<file path="src/rtl/unibus_master_if.sv">
// unibus_master_if: Unibus-style address/data/control and MSYN/SSYN handshake
interface unibus_master_if;
    logic [17:0] bus_addr;
    logic [15:0] bus_d_out;
    logic [15:0] bus_d_in;
    logic        bus_msyn;
    logic        bus_ssyn;
    logic        bus_c0;
    logic        bus_c1;
    logic        bus_init;
    modport master (
        output bus_addr, bus_d_out, bus_msyn, bus_c0, bus_c1,
        input  bus_d_in, bus_ssyn, bus_init
    );
    modport slave (
        input  bus_addr, bus_d_out, bus_msyn, bus_c0, bus_c1, bus_init,
        output bus_d_in, bus_ssyn
    );
endinterface

</file>
<file path="src/rtl/unibus_master.sv">
// unibus_master: runs one DATI/DATO/DATOB bus cycle per CPU request with SSYN timeout
module unibus_master #(
    parameter int SETUP_CYC   = 4,
    parameter int HOLD_CYC    = 2,
    parameter int TIMEOUT_CYC = 1024
) (
    input  logic        clk,
    input  logic        reset,
    input  logic        req,
    input  logic        req_we,
    input  logic        req_byte,
    input  logic [17:0] req_addr,
    input  logic [15:0] req_wdata,
    output logic        ready,
    output logic        done,
    output logic        err,
    output logic [15:0] rdata,
    unibus_master_if.master bus
);
    localparam int CW = $clog2(TIMEOUT_CYC + 1);
    typedef enum logic [2:0] {IDLE, SETUP, WAIT_S, WAIT_NS, HOLD} state_t;
    state_t state, state_n;
    logic [CW-1:0] cnt, cnt_n;
    logic [17:0] addr;
    logic [15:0] wdata;
    logic we, byt, pend, pend_n, done_n, err_n, take, grab, busy;
    assign busy  = state != IDLE;
    assign ready = (state == IDLE) & ~bus.bus_init;
    assign take  = req & ready;
    // outputs decode straight from state so an async reset clears the bus at once
    assign bus.bus_addr  = busy ? addr : '0;
    assign bus.bus_d_out = (busy & we) ? wdata : '0;
    assign bus.bus_c1    = busy & we;
    assign bus.bus_c0    = busy & we & byt;
    assign bus.bus_msyn  = state == WAIT_S;
    always_comb begin
        state_n = state;
        cnt_n   = (cnt == CW'(TIMEOUT_CYC)) ? cnt : cnt + 1'b1;
        pend_n  = pend;
        done_n  = 1'b0;
        err_n   = 1'b0;
        grab    = 1'b0;
        if (busy && bus.bus_init) begin
            state_n = IDLE;
            done_n  = 1'b1;
            err_n   = 1'b1;
        end else begin
            case (state)
                IDLE: if (take) begin
                    state_n = SETUP;
                    cnt_n   = '0;
                    pend_n  = 1'b0;
                end
                SETUP: if (cnt == CW'(SETUP_CYC - 1)) begin
                    state_n = WAIT_S;
                    cnt_n   = '0;
                end
                WAIT_S: if (bus.bus_ssyn) begin
                    state_n = WAIT_NS;
                    cnt_n   = '0;
                    pend_n  = 1'b0;
                    grab    = ~we;
                end else if (cnt == CW'(TIMEOUT_CYC - 1)) begin
                    state_n = WAIT_NS;
                    cnt_n   = '0;
                    pend_n  = 1'b1;
                end
                WAIT_NS: if (!bus.bus_ssyn || cnt == CW'(TIMEOUT_CYC - 1)) begin
                    state_n = HOLD;
                    cnt_n   = '0;
                    pend_n  = pend | bus.bus_ssyn;
                end
                HOLD: if (cnt == CW'(HOLD_CYC - 1)) begin
                    state_n = IDLE;
                    done_n  = 1'b1;
                    err_n   = pend;
                end
                default: state_n = IDLE;
            endcase
        end
    end
    always_ff @(posedge clk or negedge reset) begin
        if (!reset) begin
            state <= IDLE;
            cnt   <= '0;
            pend  <= 1'b0;
            done  <= 1'b0;
            err   <= 1'b0;
            rdata <= '0;
            addr  <= '0;
            wdata <= '0;
            we    <= 1'b0;
            byt   <= 1'b0;
        end else begin
            state <= state_n;
            cnt   <= cnt_n;
            pend  <= pend_n;
            done  <= done_n;
            err   <= err_n;
            if (take) begin
                addr  <= req_addr;
                wdata <= req_wdata;
                we    <= req_we;
                byt   <= req_byte;
            end
            if (grab) rdata <= bus.bus_d_in;
        end
    end
endmodule

</file>
<file path="src/flat_wrapper.sv">
// flat-port wrapper written by rule: the top's interface ports become plain ports
module unibus_master_flat 
#(
    parameter int SETUP_CYC   = 4,
    parameter int HOLD_CYC    = 2,
    parameter int TIMEOUT_CYC = 1024
)
  (clk, reset, req, req_we, req_byte, req_addr, req_wdata, ready, done, err, rdata, bus_bus_addr, bus_bus_d_out, bus_bus_msyn, bus_bus_c0, bus_bus_c1, bus_bus_d_in, bus_bus_ssyn, bus_bus_init);
  unibus_master_if bus_i ();
  input  logic clk;
  input  logic reset;
  input  logic req;
  input  logic req_we;
  input  logic req_byte;
  input  logic [17:0] req_addr;
  input  logic [15:0] req_wdata;
  output logic ready;
  output logic done;
  output logic err;
  output logic [15:0] rdata;
  output wire logic [$bits(bus_i.bus_addr)-1:0] bus_bus_addr;
  output wire logic [$bits(bus_i.bus_d_out)-1:0] bus_bus_d_out;
  output wire logic [$bits(bus_i.bus_msyn)-1:0] bus_bus_msyn;
  output wire logic [$bits(bus_i.bus_c0)-1:0] bus_bus_c0;
  output wire logic [$bits(bus_i.bus_c1)-1:0] bus_bus_c1;
  input wire logic [$bits(bus_i.bus_d_in)-1:0] bus_bus_d_in;
  input wire logic [$bits(bus_i.bus_ssyn)-1:0] bus_bus_ssyn;
  input wire logic [$bits(bus_i.bus_init)-1:0] bus_bus_init;
  assign bus_bus_addr = bus_i.bus_addr;
  assign bus_bus_d_out = bus_i.bus_d_out;
  assign bus_bus_msyn = bus_i.bus_msyn;
  assign bus_bus_c0 = bus_i.bus_c0;
  assign bus_bus_c1 = bus_i.bus_c1;
  assign bus_i.bus_d_in = bus_bus_d_in;
  assign bus_i.bus_ssyn = bus_bus_ssyn;
  assign bus_i.bus_init = bus_bus_init;
  unibus_master #(.SETUP_CYC(SETUP_CYC), .HOLD_CYC(HOLD_CYC), .TIMEOUT_CYC(TIMEOUT_CYC)) u_core (.clk(clk), .reset(reset), .req(req), .req_we(req_we), .req_byte(req_byte), .req_addr(req_addr), .req_wdata(req_wdata), .ready(ready), .done(done), .err(err), .rdata(rdata), .bus(bus_i));
endmodule
</file>
<file path="config.mk">
export PLATFORM = sky130hd
export DESIGN_NAME = unibus_master_flat
export DESIGN_NICKNAME = d
export VERILOG_FILES = /design/src/rtl/unibus_master_if.sv /design/src/rtl/unibus_master.sv /design/src/flat_wrapper.sv
export SDC_FILE = /design/constraint.sdc
export NUM_CORES = 1
export LEC_CHECK = 0
export BUFFER_PORTS_ARGS = -buffer_cell sky130_fd_sc_hd__buf_2
export CAP_MARGIN = 15
export CORE_UTILIZATION = 40
export CTS_CLUSTER_SIZE = 14
export DETAILED_ROUTE_END_ITERATION = 6
export PLACE_DENSITY = 0.7
export SLEW_MARGIN = 20
export SYNTH_ARGS = -nofsm -noshare
export SYNTH_HDL_FRONTEND = slang
export SYNTH_SLANG_ARGS = --single-unit
</file>
<file path="constraint.sdc">
create_clock -name clk -period 2 [get_ports clk]
set_input_delay 0.4 -clock clk [delete_from_list [all_inputs] [get_ports clk]]
set_output_delay 0.4 -clock clk [all_outputs]
set_load 0.02 [all_outputs]
</file>
==> Implementation_results.wiki <==
{| class="wikitable"
! Metric !! Value
|-
| Number of nets in the finished design || 442
|-
| Critical path required time || 1.60 ns
|-
| Antenna diode count || 0
|-
| Number of flops mapped to enable cells by yosys || 0
|-
| Final Hold Fails || 0
|-
| Unrepaired setup endpoints after global routing || true
|-
| Final setup TNS || -0.931 ns
|-
| Fraction of synthesis flops using an asynchronous set or reset pin || 100%
|-
| Result of the run || finished, violations left
|-
| Routability cong. || 0.811
|-
| Gate Count Post-Synth || 260
|-
| Minimum clock period after layout || 2.05 ns
|-
| Net count after synthesis || 320
|-
| Worst R2R Start || u_core.cnt[9]
|-
| Worst Clk Skew || 0.0119 ns
|-
| Number of buffer cells added on primary ports || 112
|-
| Residual DRC || 0
|-
| Maximum number of pins on one net before global-route repair || 45
|-
| Wire length per cell after detailed routing || 13.5 µm
|-
| Most common flop cell mapped by yosys || sky130_fd_sc_hd__dfrtp_1
|-
| CTS sink cnt || 69
|-
| Area Overhead vs Synth || 31.7%
|-
| Number of ports placed on the die boundary || 113
|-
| Fraction of final layout cells with drive strength greater than 1 || 51.2%
|-
| Final antenna-violating net count || 0
|-
| Leak Pwr || 2.15 nW
|-
| Clk slew on worst S/H paths || 0.08 ns
|-
| Chain of cells forming the critical path || or3_4 -> buf_12 -> and3_1 -> buf_4
|-
| Number of different library cells in the post-synthesis netlist || 40
|-
| Number of global-route vias before repair || 2428
|-
| Later-pin clock latency in the skew report || 0.34 ns
|-
| Violations in the final reports || negative setup slack
|-
| Final Setup Violations || 36
|-
| TritonCTS clock tree || yes
|-
| Die height || 91.3 µm
|-
| Total Wirelength || 6580 µm
|-
| Number of synthesized register bits || 69
|-
| Final critical-path setup slack || -0.0522 ns
|-
| Worst slew margin || 63.8%
|-
| Buffer levels on the longest clock path || 2
|-
| Crit Path Class || reg -> out
|-
| Endpoint class of the critical path || output port
|-
| Max-cap check violation count || 0
|-
| Floorplan die area || 8330 µm²
|-
| Vias after detailed routing || 2383
|-
| Half-perimeter wire length of the detailed placement result || 4720 µm
|-
| Overall Power || 6.69 mW
|-
| Max rail drop VDD || 0.000761 V
|-
| Synth Cell Area || 3190 µm²
|-
| End-of-flow core utilization || 54.3%
|-
| CP max stage delay || 0.40 ns
|-
| Synthesized area per cell || 12.3 µm²
|-
| Class of the worst hold path || in -> async
|-
| Count of standard-cell rows || 32
|-
| Core ar. || 7730 µm²
|-
| Standard cell with the maximum stage delay on the critical path || sky130_fd_sc_hd__dfrtp_1
|-
| Fin crit share || 103%
|-
| Share of synthesized area occupied by flip-flops and latches || 54.2%
|-
| Worst-Margin Slew || 0.542 ns
|-
| Max Clk Rate || 0.487 GHz
|-
| First-pass iteration count of the detailed router || 4
|-
| Slew Limit Fails || 0
|-
| Initial Utilization || 41.2%
|-
| Post-CTS setup-driven buffer insertion count || 0
|-
| Sum of overflow across all layers after global routing || 0
|-
| Number of warnings printed during yosys synthesis || 0
|-
| Vias per std cell || 4.87
|-
| Arrival time at the worst endpoint || 1.65 ns
|-
| R2R Path End || u_core.cnt[10]
|-
| TritonCTS buffer count || 9
|-
| DRC violation total after the first TritonRoute iteration || 165
|-
| Worst reg2reg setup slack || 0.13 ns
|-
| Ratio of total power to cell area || 1590 nW/µm²
|-
| Initial antenna violation count || 0
|-
| Highest net fanout along the worst path || 37
|-
| CTS H-tree lvls || 3
|-
| Startpoint type of the worst setup path || flop
|-
| Global-route total usage across every layer || 16.8%
|-
| Die outline width || 91.3 µm
|-
| Global-route wire length before repair || 11000 µm
|-
| Filler Cells Inserted || 679
|-
| Cells on worst reg2reg path || 5
|-
| Clock Root Buffer || sky130_fd_sc_hd__clkbuf_8
|}
==> cell type report <==
cell class	instances	area, µm²	share of cell area [%]
Clock inverter	5	106	2.53
Tap cell	102	128	3.04
Multi-Input combinational cell	173	1380	32.8
Sequential cell	69	1730	41.1
Inverter	4	15.0	0.358
Clock buffer	11	141	3.37
Timing Repair Buffer	125	703	16.8
==> power breakdown <==
part	total [mW]	internal [mW]	switching [mW]
registers	2.34	2.01	0.334
logic	2.96	1.38	1.59
clock network	1.38	0.867	0.515
total	6.69	4.25	2.44
==> worst max-delay path by stage <==
stage	startpoint	endpoint	slack, ns	cells past startpoint
final	u_core.state[1]	bus_bus_d_out[3]	-0.05	4
after global routing	u_core.state[1]	bus_bus_d_out[7]	-0.11	4
after CTS	u_core.state[1]	bus_bus_d_out[2]	-0.06	4
after detailed placement	u_core.cnt[5]	u_core.cnt[8]	0.15	5
after global placement	u_core.cnt[5]	u_core.cnt[10]	0.17	5
after floorplan	bus_bus_init	u_core.addr[0]	0.15	5
==> metal layers <==
metal / vias to the layer above / track usage (%) / routed length [µm]
li1: 1150 / - / -
met1: 1164 / 20.4 / 2750
met2: 56 / 27.5 / 3380
met3: 13 / 5.11 / 314
met4: 0 / 7.94 / 138
met5: - / 0 / 0
==> per-stage QoR <==
step	instances	hold slack (ns)	area (µm²)	setup WS, ns
floorplan	260	0.104	3190	0.154
global placement	473	0.418	3900	0.175
detailed placement	473	0.425	3900	0.147
CTS	489	0.0422	4160	-0.0584
global route	489	0.0544	4200	-0.113
finish	489	0.0443	4200	-0.0522
==> repair_timing <==
item,in CTS,in global routing
gates cloned,0,0
resized for setup,4,12
hold buffers,0,0
setup endpoints to repair,36,37
pin swaps,0,2
==> cell usage in the layout, fill, tap and decap left out, types with 4 or more instances in the layout <==
master,Yosys,final
sky130_fd_sc_hd__a21oi_1,6,6
sky130_fd_sc_hd__and2_1,20,20
sky130_fd_sc_hd__and3_1,19,19
sky130_fd_sc_hd__buf_2,4,102
sky130_fd_sc_hd__buf_4,2,20
sky130_fd_sc_hd__clkbuf_8,0,10
sky130_fd_sc_hd__dfrtp_1,69,69
sky130_fd_sc_hd__inv_1,4,4
sky130_fd_sc_hd__mux2_2,52,52
sky130_fd_sc_hd__nand2_1,12,12
sky130_fd_sc_hd__nor2_1,16,16
sky130_fd_sc_hd__nor3_1,4,4
sky130_fd_sc_hd__xnor2_1,4,4
sky130_fd_sc_hd__xor2_1,5,5
==> logic make-up after synthesis <==
kind of cell             Yosys count  synth area share [%]
AND/OR/NAND/NOR                   91                  16.5
adder cells (fa/ha/maj)            3                  1.18
XOR/XNOR                           9                  2.47
flip-flops                        69                  54.2
buffers and inverters             18                  2.79
multiplexers                      54                  19.0
AO/OA/AOI/OAI                     16                  3.93
==> state kept, by name (all words and copies together), names as in the netlist <==
signal,flops
u_core.addr,18
u_core.byt,1
u_core.cnt,11
u_core.done,1
u_core.err,1
u_core.pend,1
u_core.rdata,16
u_core.state,3
u_core.wdata,16
u_core.we,1
==> cells in the mapped netlist (2+ instances only) <==
| cell | count | area, µm² |
|---|---|---|
| sky130_fd_sc_hd__buf_2 | 4 | 20.0 |
| sky130_fd_sc_hd__and3_1 | 19 | 119 |
| sky130_fd_sc_hd__xnor2_1 | 4 | 35.0 |
| sky130_fd_sc_hd__buf_4 | 2 | 15.0 |
| sky130_fd_sc_hd__ha_1 | 3 | 37.5 |
| sky130_fd_sc_hd__mux2_2 | 52 | 586 |
| sky130_fd_sc_hd__and2_1 | 20 | 125 |
| sky130_fd_sc_hd__or4_4 | 2 | 22.5 |
| sky130_fd_sc_hd__nor2_1 | 16 | 60.1 |
| sky130_fd_sc_hd__inv_1 | 4 | 15.0 |
| sky130_fd_sc_hd__dfrtp_1 | 69 | 1730 |
| sky130_fd_sc_hd__o21ai_0 | 2 | 10.0 |
| sky130_fd_sc_hd__nand4_1 | 3 | 18.8 |
| sky130_fd_sc_hd__xor2_1 | 5 | 43.8 |
| sky130_fd_sc_hd__a21oi_1 | 6 | 30.0 |
| sky130_fd_sc_hd__mux2i_1 | 2 | 20.0 |
| sky130_fd_sc_hd__nand2_1 | 12 | 45.0 |
| sky130_fd_sc_hd__nand3_1 | 3 | 15.0 |
| sky130_fd_sc_hd__nand2b_1 | 2 | 12.5 |
| sky130_fd_sc_hd__clkbuf_1 | 6 | 22.5 |
| sky130_fd_sc_hd__nor3_1 | 4 | 20.0 |
| sky130_fd_sc_hd__or3_1 | 2 | 12.5 |
==> critical path, delay by kind of cell, from the launching register on <==
family / cells / cell delay (ns)
buf+inv: 2 / 0.32
flops: 1 / 0.40
simple gates: 2 / 0.57
Power figures use the tool's default switching activity.
